## src/rtl/systolic_array_ctrl.sv

```systemverilog
// Job sequencer for a 4x4 8-bit systolic array: accepts A/B, clears the PEs, feeds skewed lanes, drains, captures C.
// Optional SYSTOLIC_ARRAY_CTRL_PERF_EN adds job and busy-cycle counters.
module systolic_array_ctrl #(
   parameter int CLEAR_CYCLES = 1,
   parameter int DRAIN_CYCLES = 4
) (
   input  logic                     i_clk,
   input  logic                     i_srst_n,
   input  logic [3:0][3:0][7:0]     i_a,
   input  logic [3:0][3:0][7:0]     i_b,
   input  logic                     i_in_valid,
   output logic                     o_in_ready,
   output logic [3:0][6:0][7:0]     o_row,
   output logic [3:0][6:0][7:0]     o_col,
   output logic                     o_pe_clear,
   input  logic [3:0][3:0][15:0]    i_c,
   output logic [3:0][3:0][15:0]    o_res,
   output logic                     o_res_valid,
   input  logic                     i_res_ready,
   output logic                     o_busy
`ifdef SYSTOLIC_ARRAY_CTRL_PERF_EN
   ,
   output logic [15:0]              o_job_count,
   output logic [31:0]              o_busy_cycles
`endif
);

   typedef enum logic [2:0] {
      ST_IDLE  = 3'd0,
      ST_CLEAR = 3'd1,
      ST_FEED  = 3'd2,
      ST_DRAIN = 3'd3,
      ST_DONE  = 3'd4
   } state_t;

   state_t                  state;
   state_t                  state_nxt;
   logic [15:0]             cnt;
   logic [3:0][3:0][7:0]    a_q;
   logic [3:0][3:0][7:0]    b_q;
   logic [3:0][6:0][7:0]    row_load;
   logic [3:0][6:0][7:0]    col_load;
   logic                    accept;
   logic                    clear_last;
   logic                    feed_last;
   logic                    drain_last;
   logic                    res_hs;

   always_ff @(posedge i_clk) begin
      if (!i_srst_n) state <= ST_IDLE;
      else           state <= state_nxt;
   end

   always_comb begin
      state_nxt  = state;
      accept     = 1'b0;
      clear_last = 1'b0;
      feed_last  = 1'b0;
      drain_last = 1'b0;
      res_hs     = 1'b0;
      case (state)
         ST_IDLE: begin
            if (i_in_valid && o_in_ready) begin
               accept    = 1'b1;
               state_nxt = ST_CLEAR;
            end
         end
         ST_CLEAR: begin
            if (cnt == 16'(CLEAR_CYCLES - 1)) begin
               clear_last = 1'b1;
               state_nxt  = ST_FEED;
            end
         end
         ST_FEED: begin
            if (cnt == 16'd6) begin
               feed_last = 1'b1;
               state_nxt = ST_DRAIN;
            end
         end
         ST_DRAIN: begin
            if (cnt == 16'(DRAIN_CYCLES - 1)) begin
               drain_last = 1'b1;
               state_nxt  = ST_DONE;
            end
         end
         ST_DONE: begin
            if (o_res_valid && i_res_ready) begin
               res_hs    = 1'b1;
               state_nxt = ST_IDLE;
            end
         end
         default: state_nxt = ST_IDLE;
      endcase
   end

   // Row i is delayed by i slots and column j by j slots, so matching k meet at PE(i,j).
   always_comb begin
      row_load = '0;
      col_load = '0;
      for (int i = 0; i < 4; i++) begin
         for (int k = 0; k < 4; k++) begin
            row_load[i][i+k] = a_q[i][k];
            col_load[i][i+k] = b_q[k][i];
         end
      end
   end

   always_ff @(posedge i_clk) begin
      if (!i_srst_n) begin
         o_in_ready  <= 1'b1;
         o_busy      <= 1'b0;
         o_pe_clear  <= 1'b0;
         o_res_valid <= 1'b0;
         o_row       <= '0;
         o_col       <= '0;
         o_res       <= '0;
         a_q         <= '0;
         b_q         <= '0;
         cnt         <= '0;
      end else begin
         o_in_ready <= (state_nxt == ST_IDLE);
         o_busy     <= (state_nxt != ST_IDLE);

         if (accept || clear_last || feed_last || drain_last) begin
            cnt <= '0;
         end else if (state == ST_CLEAR || state == ST_FEED || state == ST_DRAIN) begin
            cnt <= cnt + 16'd1;
         end

         if (accept) begin
            a_q        <= i_a;
            b_q        <= i_b;
            o_pe_clear <= 1'b1;
         end

         if (clear_last) begin
            o_pe_clear <= 1'b0;
            o_row      <= row_load;
            o_col      <= col_load;
         end else if (state == ST_FEED) begin
            // Shift toward the consumed index 0; the seventh shift leaves the lanes empty.
            for (int i = 0; i < 4; i++) begin
               o_row[i] <= o_row[i] >> 8;
               o_col[i] <= o_col[i] >> 8;
            end
         end

         if (drain_last) begin
            o_res       <= i_c;
            o_res_valid <= 1'b1;
         end else if (res_hs) begin
            o_res_valid <= 1'b0;
         end
      end
   end

`ifdef SYSTOLIC_ARRAY_CTRL_PERF_EN
   always_ff @(posedge i_clk) begin
      if (!i_srst_n) begin
         o_job_count   <= '0;
         o_busy_cycles <= '0;
      end else begin
         if (res_hs) o_job_count <= o_job_count + 16'd1;
         if (o_busy && (o_busy_cycles != 32'hFFFF_FFFF)) o_busy_cycles <= o_busy_cycles + 32'd1;
      end
   end
`endif

endmodule

```

## config.mk

```make
export PLATFORM = sky130hd
export DESIGN_NAME = systolic_array_ctrl
export DESIGN_NICKNAME = d
export VERILOG_FILES = /design/src/rtl/systolic_array_ctrl.sv
export SDC_FILE = /design/constraint.sdc
export NUM_CORES = 2
export LEC_CHECK = 0
export ABC_AREA = 1
export CORE_AREA = 2 2 480 482
export DETAILED_ROUTE_END_ITERATION = 6
export DIE_AREA = 0 0 482 484
export GPL_ROUTABILITY_DRIVEN = 0
export MAX_ROUTING_LAYER = met4
export PLACE_DENSITY_LB_ADDON = 0.2
export SYNTH_ARGS = -nofsm -noshare
export SYNTH_HDL_FRONTEND = slang
export SYNTH_SLANG_ARGS = --single-unit
```

## constraint.sdc

```tcl
create_clock -name i_clk -period 3.2 [get_ports i_clk]
set_clock_uncertainty 0.15 [all_clocks]
set_input_delay 0.32 -clock i_clk [delete_from_list [all_inputs] [get_ports i_clk]]
set_output_delay 0.32 -clock i_clk [all_outputs]
set_load 0.01 [all_outputs]
```

# After elaboration in Yosys (flattened, before gate mapping)
# Index checks and enable logic that the tools add are counted.
[op_classes]
add_sub_neg = 1
multipliers = 0
div_mod_pow = 0
magnitude_cmp = 0
eq_ne = 6
shift = 0
muxes = 22
bitwise_logic = 1
n_reduce_logical = 15
[ops]
columns = ["op", "count"]
rows = [
  ["$mux 224", 4],
  ["$add 16x1->16 const B", 1],
  ["$eq 16x2->1 const B", 1],
  ["$eq 16x3->1 const B", 1],
  ["$logic_not 16->1", 1],
  ["$mux 3", 5],
  ["$pmux 3 s5", 1],
  ["$mux 1", 12],
  ["$eq 3x2->1 const B", 2],
  ["$logic_not 3->1", 2],
  ["$logic_or 1x1->1", 5],
  ["$reduce_bool 2->1", 2],
  ["$reduce_or 2->1", 2],
  ["$eq 3x1->1 const B", 1],
  ["$eq 3x3->1 const B", 1],
  ["$reduce_bool 3->1", 1],
  ["$logic_and 1x1->1", 2],
  ["$not 1->1", 1],
]
[totals]
regBits = 887
latch_bits = 0
ram_bits = 0
mem_bits_ro = 0
inputBits = 516
output_inout_bits = 708
elab_cells = 143
n_memories = 0

# Depth between registers and ports, before layout
[depth]
word_depth = 7
depth_mapped = 11
ltp_nobuf = 11

# Worst setup path before layout
# OpenSTA, ideal clock, no wires.
[synth_timing]
path_type = "reg2reg"
start = "register cnt[0]"
end = "register o_col[151] in the netlist's numbering"
setup_ns = 0.116
arrival_ns = 1.456
required_time_ns = 2.934
setup_slack_ns = 1.478
path_stages_with_launch = 9
path_buffers = 2
synth_period_minus_slack_ns = 1.722
path_cell_list = "dfxtp_1 inv_1 ha_1 nand2_1 nor2_1 nand3_2 buf_2 buf_2 o211a_1"
[synth_via]
elab_chain_len = 4
elab_cells_between_ends = 5
cone_classes = "mux (3); reduce/logical (2)"
[synth_rtl]
columns = ["item", "line", "text"]
rows = [
  ["start, declared", "38", "logic [15:0] cnt;"],
  ["start signal, assigned", "127", "cnt <= cnt + 16'd1;"],
  ["$logic_not 16->1 *", "69", "if (cnt == 16'(CLEAR_CYCLES - 1)) begin"],
  ["$mux 1 *", "69", ""],
  ["$mux 1 *", "61", "case (state)"],
  ["$mux 224 / $reduce_bool 2->1 (equally long branches)", "--", ""],
  ["end signal, assigned", "139", "o_col <= col_load;"],
  ["end signal, assigned by index", "144", "o_col[i] <= o_col[i] >> 8;"],
  ["end, declared", "14", "output logic [3:0][6:0][7:0] o_col,"],
]
# Mark *: on every way between the ends. The rest lies on a longest branch, timed or not.
# A chain may end at the register's enable or synchronous reset.

# Final worst setup path
[layout_timing]
start = "register cnt[0]"
end = "register o_res[183] in the netlist's numbering"
[layout_via]
elab_chain_len = 3
[layout_rtl]
columns = ["item", "line", "text"]
rows = [
  ["$eq 16x2->1", "81", "if (cnt == 16'(DRAIN_CYCLES - 1)) begin"],
  ["$mux 1", "81", ""],
  ["$mux 1", "61", ""],
  ["end signal, assigned", "149", "o_res <= i_c;"],
  ["end, declared", "17", "output logic [3:0][3:0][15:0] o_res,"],
]
# No other way between the ends.

==> metrics.csv <==
stage,metric,value,unit
route,first_iter_violations,1573,
route,dr.pass1.iters,5,
grt,use_met1,0.165,
grt,overflow,0,
timing,relSlewSlack,0.572,
pwr,ir_drop,0.439,mV
clocking,htree_levels,3,
cells_and_area,layout.nets,6214,
timing,setup_viol,0,
placement,hpwl,132,mm
route,via_per_inst,3.80,
timing,tightest_slew,0.643,ns
route,drc,0,
synth,async_reset_ff_frac,0,
grt,grt_pass1_vias,33800,
synth,synth_edf_count,0,
status,outcome,"complete, no violations",
route,vias,33700,
timing,timing_hold_violations_final,0,
critical_path,critical_path.top_delay_family,simple AND/OR/NAND/NOR gates,
grt,grtUsageMet2,0.258,
pwr,power_density,618,mW/mm²
clocking,worstSkewPairLatency,0.77,ns
grt,grt_max_degree,138,
synth,yosysWarningCount,0,
critical_path,worst_path_largest_cell_delay,0.40,ns
floorplanning,core_area,0.229,mm²
clocking,cts_setup_buffers,0,
critical_path,cp.buffers_inverters,2,
pwr,power_frac_seq,0.390,
timing,fin_crit_sh,0.816,
synth,seq_area_frac_synth,0.521,
route,wl_per_cell,20.0,µm
floorplanning,die_height,484,µm
clocking,root_buffer,clkbuf_16,
synth,syn_inst,4302,
timing,tns,0,ns
clocking,cts_tree,built,
synth,synth_commonest_cells,"dfxtp_1 (887), nand2_1 (787), nor2_1 (495)",
pwr,power_frac_comb,0.240,
timing,fmax,383,MHz
cells_and_area,drive_gt1_frac,0.0493,
critical_path,critPathKind,register to register,
timing,finalMaxSlewViolations,0,
critical_path,crit_arrival,3.07,ns
pwr,p_sw_frac,0.322,
worst_hold_path,hold_class,input port to register,
floorplanning,io_pins,1224,
critical_path,critPathSlowestCell,dfxtp_1,
pwr,p_leak,21.5,nW
cells_and_area,num-fill-cells,25000,
floorplanning,initial_utilization,0.149,
synth,synth_area_leaders,"dfxtp_1 (52%), nand2_1 (8.7%), a21oi_1 (7.0%), o21ai_0 (6.1%), nor2_1 (5.5%)",
synth,synth.top_cell.area_share,0.521,
critical_path,required,3.66,ns
synth,post_synth_num_cell_types,29,
route,antenna_left,0,
cells_and_area,area_growth,64.1,%
synth,ys_seq_elements,887,
floorplanning,dieArea,0.233,mm²
critical_path,path_cells,ha_1 > nand2_1 > nor2_1 > nand3_4 > buf_12 > buf_12 > o21ai_0 > a21oi_1,
critical_path,end_kind,register,
pwr,finalPower,34.5,mW
clocking,cts_buffers,112,
job,max_cap_viol_count,0,
grt,grt_usage,0.150,
grt,busiest_layer,met2,
clocking,path_clk_slew,0.06,ns
pwr,p_switching,11.1,mW
grt,grt_antenna_before_repair,54,
placement,portBuffers,1127,
floorplanning,rows,176,
timing,rsz0062_at_grt,no,
pwr,p_clk_frac,0.370,
critical_path,crit_top_cell,buf_12,
clocking,clock_sinks,887,
pwr,power.internal,23.4,mW
floorplanning,die_x,482,µm
synth,synth_top_flop_cell,dfxtp_1,
synth,syn_area,0.0341,mm²
grt,grt_pass1_wl,250,mm
synth,synth_area_leader_cell,dfxtp_1,
clocking,clock_path_buffers,3,
critical_path,path_max_fanout,80,
synth,synth.most_common_cell,dfxtp_1,
critical_path,start_kind,register,
grt,use_met3,0.0438,
timing,post-route-min-period,2.61,ns
route,wirelength,177,mm
synth,avgSynthCellArea,7.92,µm²
tightest hold or removal path, cell delays in order:
cell             delay, ns
clkdlybuf4s50_1       0.45
o21ai_0               0.09
nor2_1                0.10
registers in the layout, indices dropped and copies added (netlist names):
signal and flops:
a_q 128, o_res 256, o_busy 1, state 3, o_in_ready 1, o_pe_clear 1, b_q 128, o_res_valid 1
cnt 16, o_col 176, o_row 176
metal layers:
layer | up-vias | wire (µm) | share of wire
li1 | 16700 | - | -
met1 | 15900 | 70800 | 0.40
met2 | 944 | 87700 | 0.50
met3 | 218 | 12900 | 0.073
met4 | 0 | 5620 | 0.032
met5 | - | 0 | 0
worst paths after layout:
path / start / to / slack [ns] / cells after the start
worst min-delay path: i_b[56] / b_q[56] / 0.1 / 3
worst min register to register: a_q[38] / o_row[70] / 0.27 / 2
worst max register to register: cnt[0] / o_res[183] / 0.59 / 8
worst max-delay path: cnt[0] / o_res[183] / 0.59 / 8
cell families (layout without fill, tap and decap cells):
| logic type | after synthesis | after routing | synth area share |
|---|---|---|---|
| simple gates | 1501 | 1501 | 0.175 |
| compound gates | 1154 | 1154 | 0.194 |
| flops | 887 | 887 | 0.521 |
| buf+inv | 745 | 2129 | 0.106 |
| xor+xnor | 11 | 11 | 0.00283 |
| fa+ha+maj | 3 | 3 | 0.00110 |
| other cells | 1 | 153 | 0.000110 |
layout make-up:
type                       instances  area (µm²)  share of cell area
inverter                         320        1220              0.0218
timing repair buffer            1609       16300               0.291
tap                             3026        3790              0.0677
clock inverter                    41         493             0.00882
sequential                       887       17800               0.318
multi-input combinational       2765       13100               0.234
antenna                           57         143             0.00255
clock buffer                     159        3180              0.0569
metrics by stage:
| stage | area (µm²) | std cells | hold slack [ns] | worst slack [ns] | util |
|---|---|---|---|---|---|
| global placement | 48200 | 8217 | 0.281 | 0.682 | 0.211 |
| CTS | 55800 | 8807 | 0.000440 | 0.430 | 0.244 |
| finish | 55900 | 8864 | 0.0995 | 0.587 | 0.245 |
| floorplan | 34400 | 4397 | 0.277 | 1.48 | - |
| global route | 55900 | 8860 | 0.0468 | 0.444 | 0.245 |
| detailed placement | 48200 | 8217 | 0.286 | 0.681 | 0.211 |
cells in the final DEF, fill, tap and decap left out, types with 2 or more instances in the layout:
cell type,count
clkinv_2,25
dlygate4sd3_1,390
dfxtp_1,887
buf_4,62
clkinvlp_4,2
nand3_1,204
o21ai_0,412
conb_1,96
nor2_4,2
clkdlybuf4s50_1,1126
bufinv_16,5
nand2_1,787
nor3_1,3
a21oi_1,474
clkbuf_16,112
diode_2,57
inv_8,3
clkbuf_1,27
inv_6,3
nor3_2,2
nand3_4,2
o21ai_1,103
clkbuf_8,20
xor2_1,10
nand4_1,2
buf_12,30
o211a_1,164
inv_1,311
ha_1,3
nor2_1,495
clkinv_16,5
inv_2,4
power by group through the flow:
| stage | logic [mW] | registers [mW] | clock network, mW |
|---|---|---|---|
| after floorplan | 3.96 | 13.6 | 0 |
| after global placement | 8.01 | 13.7 | 0 |
| after detailed placement | 8.03 | 13.7 | 0 |
| after CTS | 8.52 | 13.5 | 13.3 |
| after global routing | 9.23 | 13.7 | 13.7 |
| final | 8.30 | 13.5 | 12.8 |
what timing repair did:
item,in CTS,in global routing
hold endpoints to repair,408,0
hold buffers,390,0
gates resized for setup,0,0
No activity file was read; power rests on OpenSTA's default activity.
